`src/rtl/bus_dma_copy.sv`:
```
// bus_dma_copy: memory-to-memory word copy engine on the simple system bus.
//
// Software programs SRC, DST and LEN through the device register port and
// writes CTRL.START. The engine then copies LEN words, one read followed by one
// write per word, on its host port using the req/gnt/rvalid protocol. Only one
// transaction is ever outstanding. A level interrupt (DONE & IRQ_EN) signals
// completion.
//
// Register map (word offsets, decoded from dev_addr_i[4:2]):
//   0x00 SRC    RW
//   0x04 DST    RW
//   0x08 LEN    RW, LenWidth bits, upper bits read 0
//   0x0C CTRL   bit0 START (W, reads 0), bit1 IRQ_EN (RW), bit2 BUSY (RO),
//               bit3 DONE (RW1C), bit4 ERR (RW1C)
//   0x10 REMAIN RO
//   other       rdata 0, dev_err_o 1, writes ignored
//
// Ports:
//   clk_i, rst_i            clock, synchronous active-high reset
//   dev_req_i .. dev_err_o  register port; response exactly one cycle after req
//   host_req_o .. host_err_i bus initiator port (host_be_o is always 4'hF)
//   irq_o                   completion interrupt (level)
module bus_dma_copy #(
  parameter int AddressWidth = 32,
  parameter int DataWidth    = 32,
  parameter int LenWidth     = 16
) (
  input  logic                    clk_i,
  input  logic                    rst_i,
  input  logic                    dev_req_i,
  input  logic                    dev_we_i,
  input  logic [3:0]              dev_be_i,
  input  logic [AddressWidth-1:0] dev_addr_i,
  input  logic [DataWidth-1:0]    dev_wdata_i,
  output logic                    dev_rvalid_o,
  output logic [DataWidth-1:0]    dev_rdata_o,
  output logic                    dev_err_o,
  output logic                    host_req_o,
  input  logic                    host_gnt_i,
  output logic [AddressWidth-1:0] host_addr_o,
  output logic                    host_we_o,
  output logic [3:0]              host_be_o,
  output logic [DataWidth-1:0]    host_wdata_o,
  input  logic                    host_rvalid_i,
  input  logic [DataWidth-1:0]    host_rdata_i,
  input  logic                    host_err_i,
  output logic                    irq_o
);

  typedef enum logic [2:0] {
    S_IDLE    = 3'd0,
    S_RD_REQ  = 3'd1,
    S_RD_WAIT = 3'd2,
    S_WR_REQ  = 3'd3,
    S_WR_WAIT = 3'd4
  } state_e;

  state_e                  state_q, state_d;
  logic [AddressWidth-1:0] src_q, src_d;
  logic [AddressWidth-1:0] dst_q, dst_d;
  logic [LenWidth-1:0]     len_q, len_d;
  logic                    irq_en_q, irq_en_d;
  logic                    done_q, done_d;
  logic                    err_q, err_d;
  logic [AddressWidth-1:0] src_ptr_q, src_ptr_d;
  logic [AddressWidth-1:0] dst_ptr_q, dst_ptr_d;
  logic [LenWidth-1:0]     remain_q, remain_d;
  logic [DataWidth-1:0]    buf_q, buf_d;
  logic                    dev_rvalid_q, dev_rvalid_d;
  logic [DataWidth-1:0]    dev_rdata_q, dev_rdata_d;
  logic                    dev_err_q, dev_err_d;

  logic [2:0] reg_sel;
  logic       reg_wr;
  logic       reg_rd;
  logic       busy;
  logic       start;
  logic       unused_addr;

  assign reg_sel     = dev_addr_i[4:2];
  assign reg_wr      = dev_req_i & dev_we_i;
  assign reg_rd      = dev_req_i & ~dev_we_i;
  assign busy        = (state_q != S_IDLE);
  // START needs byte lane 0 enabled and is only honoured while idle.
  assign start       = reg_wr && (reg_sel == 3'd3) && dev_be_i[0] && dev_wdata_i[0] && !busy;
  assign unused_addr = ^{dev_addr_i[AddressWidth-1:5], dev_addr_i[1:0]};

  function automatic logic [DataWidth-1:0] be_merge(input logic [DataWidth-1:0] old_v,
                                                    input logic [DataWidth-1:0] new_v,
                                                    input logic [3:0]           be);
    logic [DataWidth-1:0] r;
    r = old_v;
    for (int b = 0; b < 4; b++) begin
      if (be[b]) r[b*8 +: 8] = new_v[b*8 +: 8];
    end
    return r;
  endfunction

  always_comb begin
    state_d      = state_q;
    src_d        = src_q;
    dst_d        = dst_q;
    len_d        = len_q;
    irq_en_d     = irq_en_q;
    done_d       = done_q;
    err_d        = err_q;
    src_ptr_d    = src_ptr_q;
    dst_ptr_d    = dst_ptr_q;
    remain_d     = remain_q;
    buf_d        = buf_q;
    dev_rvalid_d = dev_req_i;
    dev_rdata_d  = '0;
    dev_err_d    = dev_req_i && (reg_sel > 3'd4);

    // Register reads
    if (reg_rd) begin
      case (reg_sel)
        3'd0:    dev_rdata_d = DataWidth'(src_q);
        3'd1:    dev_rdata_d = DataWidth'(dst_q);
        3'd2:    dev_rdata_d = DataWidth'(len_q);
        3'd3:    dev_rdata_d = DataWidth'({err_q, done_q, busy, irq_en_q, 1'b0});
        3'd4:    dev_rdata_d = DataWidth'(remain_q);
        default: dev_rdata_d = '0;
      endcase
    end

    // Register writes; the transfer setup registers are frozen while busy.
    if (reg_wr) begin
      case (reg_sel)
        3'd0: if (!busy) src_d = AddressWidth'(be_merge(DataWidth'(src_q), dev_wdata_i, dev_be_i));
        3'd1: if (!busy) dst_d = AddressWidth'(be_merge(DataWidth'(dst_q), dev_wdata_i, dev_be_i));
        3'd2: if (!busy) len_d = LenWidth'(be_merge(DataWidth'(len_q), dev_wdata_i, dev_be_i));
        3'd3: begin
          if (dev_be_i[0]) begin
            irq_en_d = dev_wdata_i[1];
            if (dev_wdata_i[3]) done_d = 1'b0;
            if (dev_wdata_i[4]) err_d  = 1'b0;
          end
        end
        default: ;
      endcase
    end

    if (start) begin
      src_ptr_d = {src_q[AddressWidth-1:2], 2'b00};
      dst_ptr_d = {dst_q[AddressWidth-1:2], 2'b00};
      remain_d  = len_q;
      err_d     = 1'b0;
      if (len_q == '0) begin
        done_d = 1'b1;
      end else begin
        done_d  = 1'b0;
        state_d = S_RD_REQ;
      end
    end

    // Transfer FSM; placed after the W1C handling so a completion set wins.
    case (state_q)
      S_RD_REQ: if (host_gnt_i) state_d = S_RD_WAIT;
      S_RD_WAIT: begin
        if (host_rvalid_i) begin
          if (host_err_i) begin
            state_d = S_IDLE;
            err_d   = 1'b1;
            done_d  = 1'b1;
          end else begin
            buf_d   = host_rdata_i;
            state_d = S_WR_REQ;
          end
        end
      end
      S_WR_REQ: if (host_gnt_i) state_d = S_WR_WAIT;
      S_WR_WAIT: begin
        if (host_rvalid_i) begin
          if (host_err_i) begin
            state_d = S_IDLE;
            err_d   = 1'b1;
            done_d  = 1'b1;
          end else begin
            src_ptr_d = src_ptr_q + AddressWidth'(4);
            dst_ptr_d = dst_ptr_q + AddressWidth'(4);
            if (remain_q != '0) remain_d = remain_q - LenWidth'(1);
            if (remain_q <= LenWidth'(1)) begin
              state_d = S_IDLE;
              done_d  = 1'b1;
            end else begin
              state_d = S_RD_REQ;
            end
          end
        end
      end
      default: ;
    endcase
  end

  always_ff @(posedge clk_i) begin
    if (rst_i) begin
      state_q      <= S_IDLE;
      src_q        <= '0;
      dst_q        <= '0;
      len_q        <= '0;
      irq_en_q     <= 1'b0;
      done_q       <= 1'b0;
      err_q        <= 1'b0;
      src_ptr_q    <= '0;
      dst_ptr_q    <= '0;
      remain_q     <= '0;
      dev_rvalid_q <= 1'b0;
      dev_rdata_q  <= '0;
      dev_err_q    <= 1'b0;
    end else begin
      state_q      <= state_d;
      src_q        <= src_d;
      dst_q        <= dst_d;
      len_q        <= len_d;
      irq_en_q     <= irq_en_d;
      done_q       <= done_d;
      err_q        <= err_d;
      src_ptr_q    <= src_ptr_d;
      dst_ptr_q    <= dst_ptr_d;
      remain_q     <= remain_d;
      dev_rvalid_q <= dev_rvalid_d;
      dev_rdata_q  <= dev_rdata_d;
      dev_err_q    <= dev_err_d;
    end
  end

  // Data buffer is only observed in WR_REQ, so it needs no reset.
  always_ff @(posedge clk_i) begin
    buf_q <= buf_d;
  end

  // Host outputs decode straight from the state register, so they hold steady
  // for as long as the grant is withheld and drop on the reset edge.
  always_comb begin
    host_req_o   = (state_q == S_RD_REQ) || (state_q == S_WR_REQ);
    host_we_o    = (state_q == S_WR_REQ);
    host_be_o    = 4'hF;
    host_addr_o  = '0;
    host_wdata_o = '0;
    if (state_q == S_RD_REQ) host_addr_o = src_ptr_q;
    if (state_q == S_WR_REQ) begin
      host_addr_o  = dst_ptr_q;
      host_wdata_o = buf_q;
    end
  end

  assign dev_rvalid_o = dev_rvalid_q;
  assign dev_rdata_o  = dev_rdata_q;
  assign dev_err_o    = dev_err_q;
  assign irq_o        = done_q & irq_en_q;

endmodule

```
`config.mk`:
```
export PLATFORM = sky130hd
export DESIGN_NAME = bus_dma_copy
export DESIGN_NICKNAME = d
export VERILOG_FILES = /design/src/rtl/bus_dma_copy.sv
export SDC_FILE = /design/constraint.sdc
export NUM_CORES = 1
export LEC_CHECK = 0
export ABC_AREA = 1
export CELL_PAD_IN_SITES_DETAIL_PLACEMENT = 0
export CELL_PAD_IN_SITES_GLOBAL_PLACEMENT = 1
export CORE_MARGIN = 5
export CORE_UTILIZATION = 40
export CTS_CLUSTER_SIZE = 16
export DETAILED_ROUTE_END_ITERATION = 10
export PLACE_DENSITY = 0.95
export SYNTH_ARGS = -nofsm -noshare
export SYNTH_HDL_FRONTEND = slang
export SYNTH_SLANG_ARGS = --single-unit
export TNS_END_PERCENT = 10
```
`constraint.sdc`:
```
create_clock -name clk_i -period 6.1 [get_ports clk_i]
set_input_delay 1.22 -clock clk_i [delete_from_list [all_inputs] [get_ports clk_i]]
set_output_delay 1.22 -clock clk_i [all_outputs]
set_load 0.05 [all_outputs]
```
==> flow_metrics.py <==
metrics = {
    "synthesis": {
        "synth-edff-count": 32,
        "ys_ff_latch": 232,
        "syn_area_um2": 11800,
        "synth-main-ff-cell": "dfxtp_1",
        "yosys_warnings": 0,
        "async_reset_ff_share_pct": 0,
        "avgSynthCellArea_um2": 6.77,
        "ys_seq_area_share_pct": 42.2,
        "syn-instance-count": 1737,
        "ys_types": 36,
    },
    "die": {
        "design.die.area_um2": 32900,
        "initial_core_util_pct": 40.8,
        "row_count": 62,
        "die_w_um": 182,
        "core_um2": 28900,
        "io_pins": 212,
        "die_h_um": 182,
    },
    "flow_run": {
        "drv_cap": 0,
    },
    "clock_tree": {
        "clock_path_buffers": 3,
        "numClockSinks": 232,
        "postCtsSetupRepairBufs": 0,
        "cts_root_buffer": "clkbuf_16",
        "cts_hold_buffers": 0,
        "clkTransAtPathRegs_ps": 60,
        "cts_made_buffers": 27,
        "clk_latency_ps": 550,
        "cts_tree": "built",
        "h-tree-depth": 1,
        "cts_resized": 0,
    },
    "timing": {
        "slew_viol_final": 0,
        "maxSlewHeadroom_pct": 23.2,
        "worst_slew_pin_slew_ps": 1150,
        "finalCritPeriodShare_pct": 80.5,
        "whs_ps": 442,
        "hold_viol_final": 0,
        "fmax_mhz": 204,
        "skew_ps": 26.4,
        "fin_tns_setup_ps": 0,
        "period_minus_slack_ps": 4910,
        "rsz0062_at_grt": "false",
        "setup_viol": 0,
    },
    "detailed_routing": {
        "drt-total-wl_um": 38400,
        "drt_iter0_drc": 1186,
        "vias": 12100,
        "route.detailed.drc": 0,
        "wl_per_cell_um": 16.9,
        "routed_via_density": 5.31,
        "route.antenna.remaining_nets": 0,
        "dr.pass1.iters": 5,
    },
    "placement": {
        "port_buffers": 178,
        "place_hpwl_um": 28300,
        "place_inst": 2229,
        "gp_congestion": 0.975,
    },
    "worst_setup_path": {
        "required_ps": 4880,
        "critPathCaptureType": "primary output",
        "slowest_delay_ps": 930,
        "critPathArrivalTime_ps": 3690,
        "path_class": "flip-flop to primary output",
        "critPathMaxFanout": 30,
        "cp_slowest_cell": "clkdlybuf4s50_1",
        "cp-start-kind": "flip-flop",
        "crit_chain": "inv_1 > nor2_1 > nand2_1 > o21ai_0 > clkdlybuf4s50_1",
    },
    "global_route": {
        "overflow": 0,
        "grt_pass1_wl_um": 60600,
        "grt_pass1_vias": 11300,
        "antenna_found_initial": 0,
        "grt_usage_pct": 22.3,
        "grt_max_degree": 73,
    },
    "power_and_ir_drop": {
        "p_per_area_nw_per_um2": 237,
        "power_w": 0.00347,
        "ir_worst_vdd_mv": 0.186,
        "leakage_nw": 5.47,
    },
    "finish": {
        "final_cells": 2276,
        "n_fill_cell": 2919,
        "ff_latch_area_um2": 4960,
        "diodes": 0,
        "drive_gt1_share_pct": 3.49,
        "fin_nets": 1985,
        "multi_input_area_um2": 5440,
        "syn_to_final_growth_pct": 24.5,
        "final_common_cell": "nand2_1",
        "final_cell_mix": "nand2_1, inv_1, nor2_1",
    },
    "min_path": {
        "hold_class": "flip-flop to flip-flop",
    },
    "outcome": {
        "status": "finished, final reports clean",
    },
}
[worst max-delay path, delay by kind of cell (launching register included)]
family | cells | cell delay (ps)
and+or+nand+nor | 2 | 1110
AOI/OAI and AO/OA | 1 | 670
DFF | 1 | 360
buffers and inverters | 2 | 1010
[where the power goes]
group	internal, W	switching (W)
clock	0.000955	0.000639
sequential	0.00158	0.0000151
combinational	0.0000951	0.000191
[state kept, by name, indices dropped and copies added (netlist names)]
name,flops
len_q,16
dst_q,32
src_q,32
dst_ptr_q,32
dev_err_o,1
irq_en_q,1
dev_rdata_o,32
err_q,1
state_q,3
remain_q,16
buf_q,32
done_q,1
dev_rvalid_o,1
src_ptr_q,32
[cell type report]
class / instances / share of cell area (%)
multi-input cells: 1150 / 37.2
flip-flops and latches: 232 / 33.9
repair buffers: 189 / 12.7
inverters: 274 / 7.03
clock buffers: 40 / 5.29
well taps: 384 / 3.28
clock inverters: 7 / 0.607
[per-layer routing]
| layer | up-vias | wire length (µm) | GRT usage [%] | share of wire, % |
|---|---|---|---|---|
| li1 | 5955 | - | - | - |
| met5 | - | 0 | 0 | 0 |
| met4 | 0 | 836 | 5.37 | 2.2 |
| met3 | 59 | 3210 | 3.14 | 8.4 |
| met1 | 5550 | 17800 | 32.8 | 46 |
| met2 | 514 | 16500 | 34.7 | 43 |
[cells in the mapped netlist, types with 3 or more instances]
cell type  number  area share [%]
nor2_2          4            0.21
o211ai_1        5            0.32
clkbuf_1       53             1.7
buf_2          25             1.1
nor4_1          3            0.16
o22ai_1        58             3.1
nor2_1        228             7.3
a21oi_1       143             6.1
dfxtp_1       200              34
inv_1         272             8.7
nand3b_1        7            0.45
nand2_1       299             9.5
nor3_1         35             1.5
ha_1            4            0.43
edfxtp_1       32             8.2
buf_4           4            0.26
a31oi_1         6            0.32
o21ai_0       161             6.8
nand4_1        23             1.2
xor2_1         13            0.97
nand3_1        97             4.1
o21ai_1        28             1.2
a211oi_1        5            0.32
a221oi_1       12            0.89
o21bai_1        5            0.32
[path summary, 6_finish.rpt]
path                startpoint              to  slack, ps  cells past startpoint
setup / recovery    state_q[0]  host_addr_o[7]       1190                      5
hold / removal    dst_ptr_q[1]    dst_ptr_q[1]        440                      2
setup reg to reg    state_q[1]    src_ptr_q[8]       3140                     10
hold reg to reg   dst_ptr_q[1]    dst_ptr_q[1]        440                      2
[cell families after synthesis]
kind of cell / count (synthesis) / synth area share, %
DFF: 232 / 42.2
AOI/OAI and AO/OA: 424 / 19.4
adders and majority gates: 4 / 0.425
other: 1 / 0.0319
and+or+nand+nor: 703 / 25.0
buffers and inverters: 358 / 11.8
xor gates and xnor gates: 15 / 1.12
[through the flow]
| step | worst slack (ps) | instance area (µm²) | util [%] |
|---|---|---|---|
| after floorplan | 2120 | 11800 | - |
| after global placement | 1810 | 13800 | 47.8 |
| after detailed placement | 1810 | 13800 | 47.8 |
| after CTS | 1240 | 14600 | 50.8 |
| after global routing | 1020 | 14600 | 50.8 |
| final | 1190 | 14600 | 50.8 |
(Power assumes the default switching activity.)
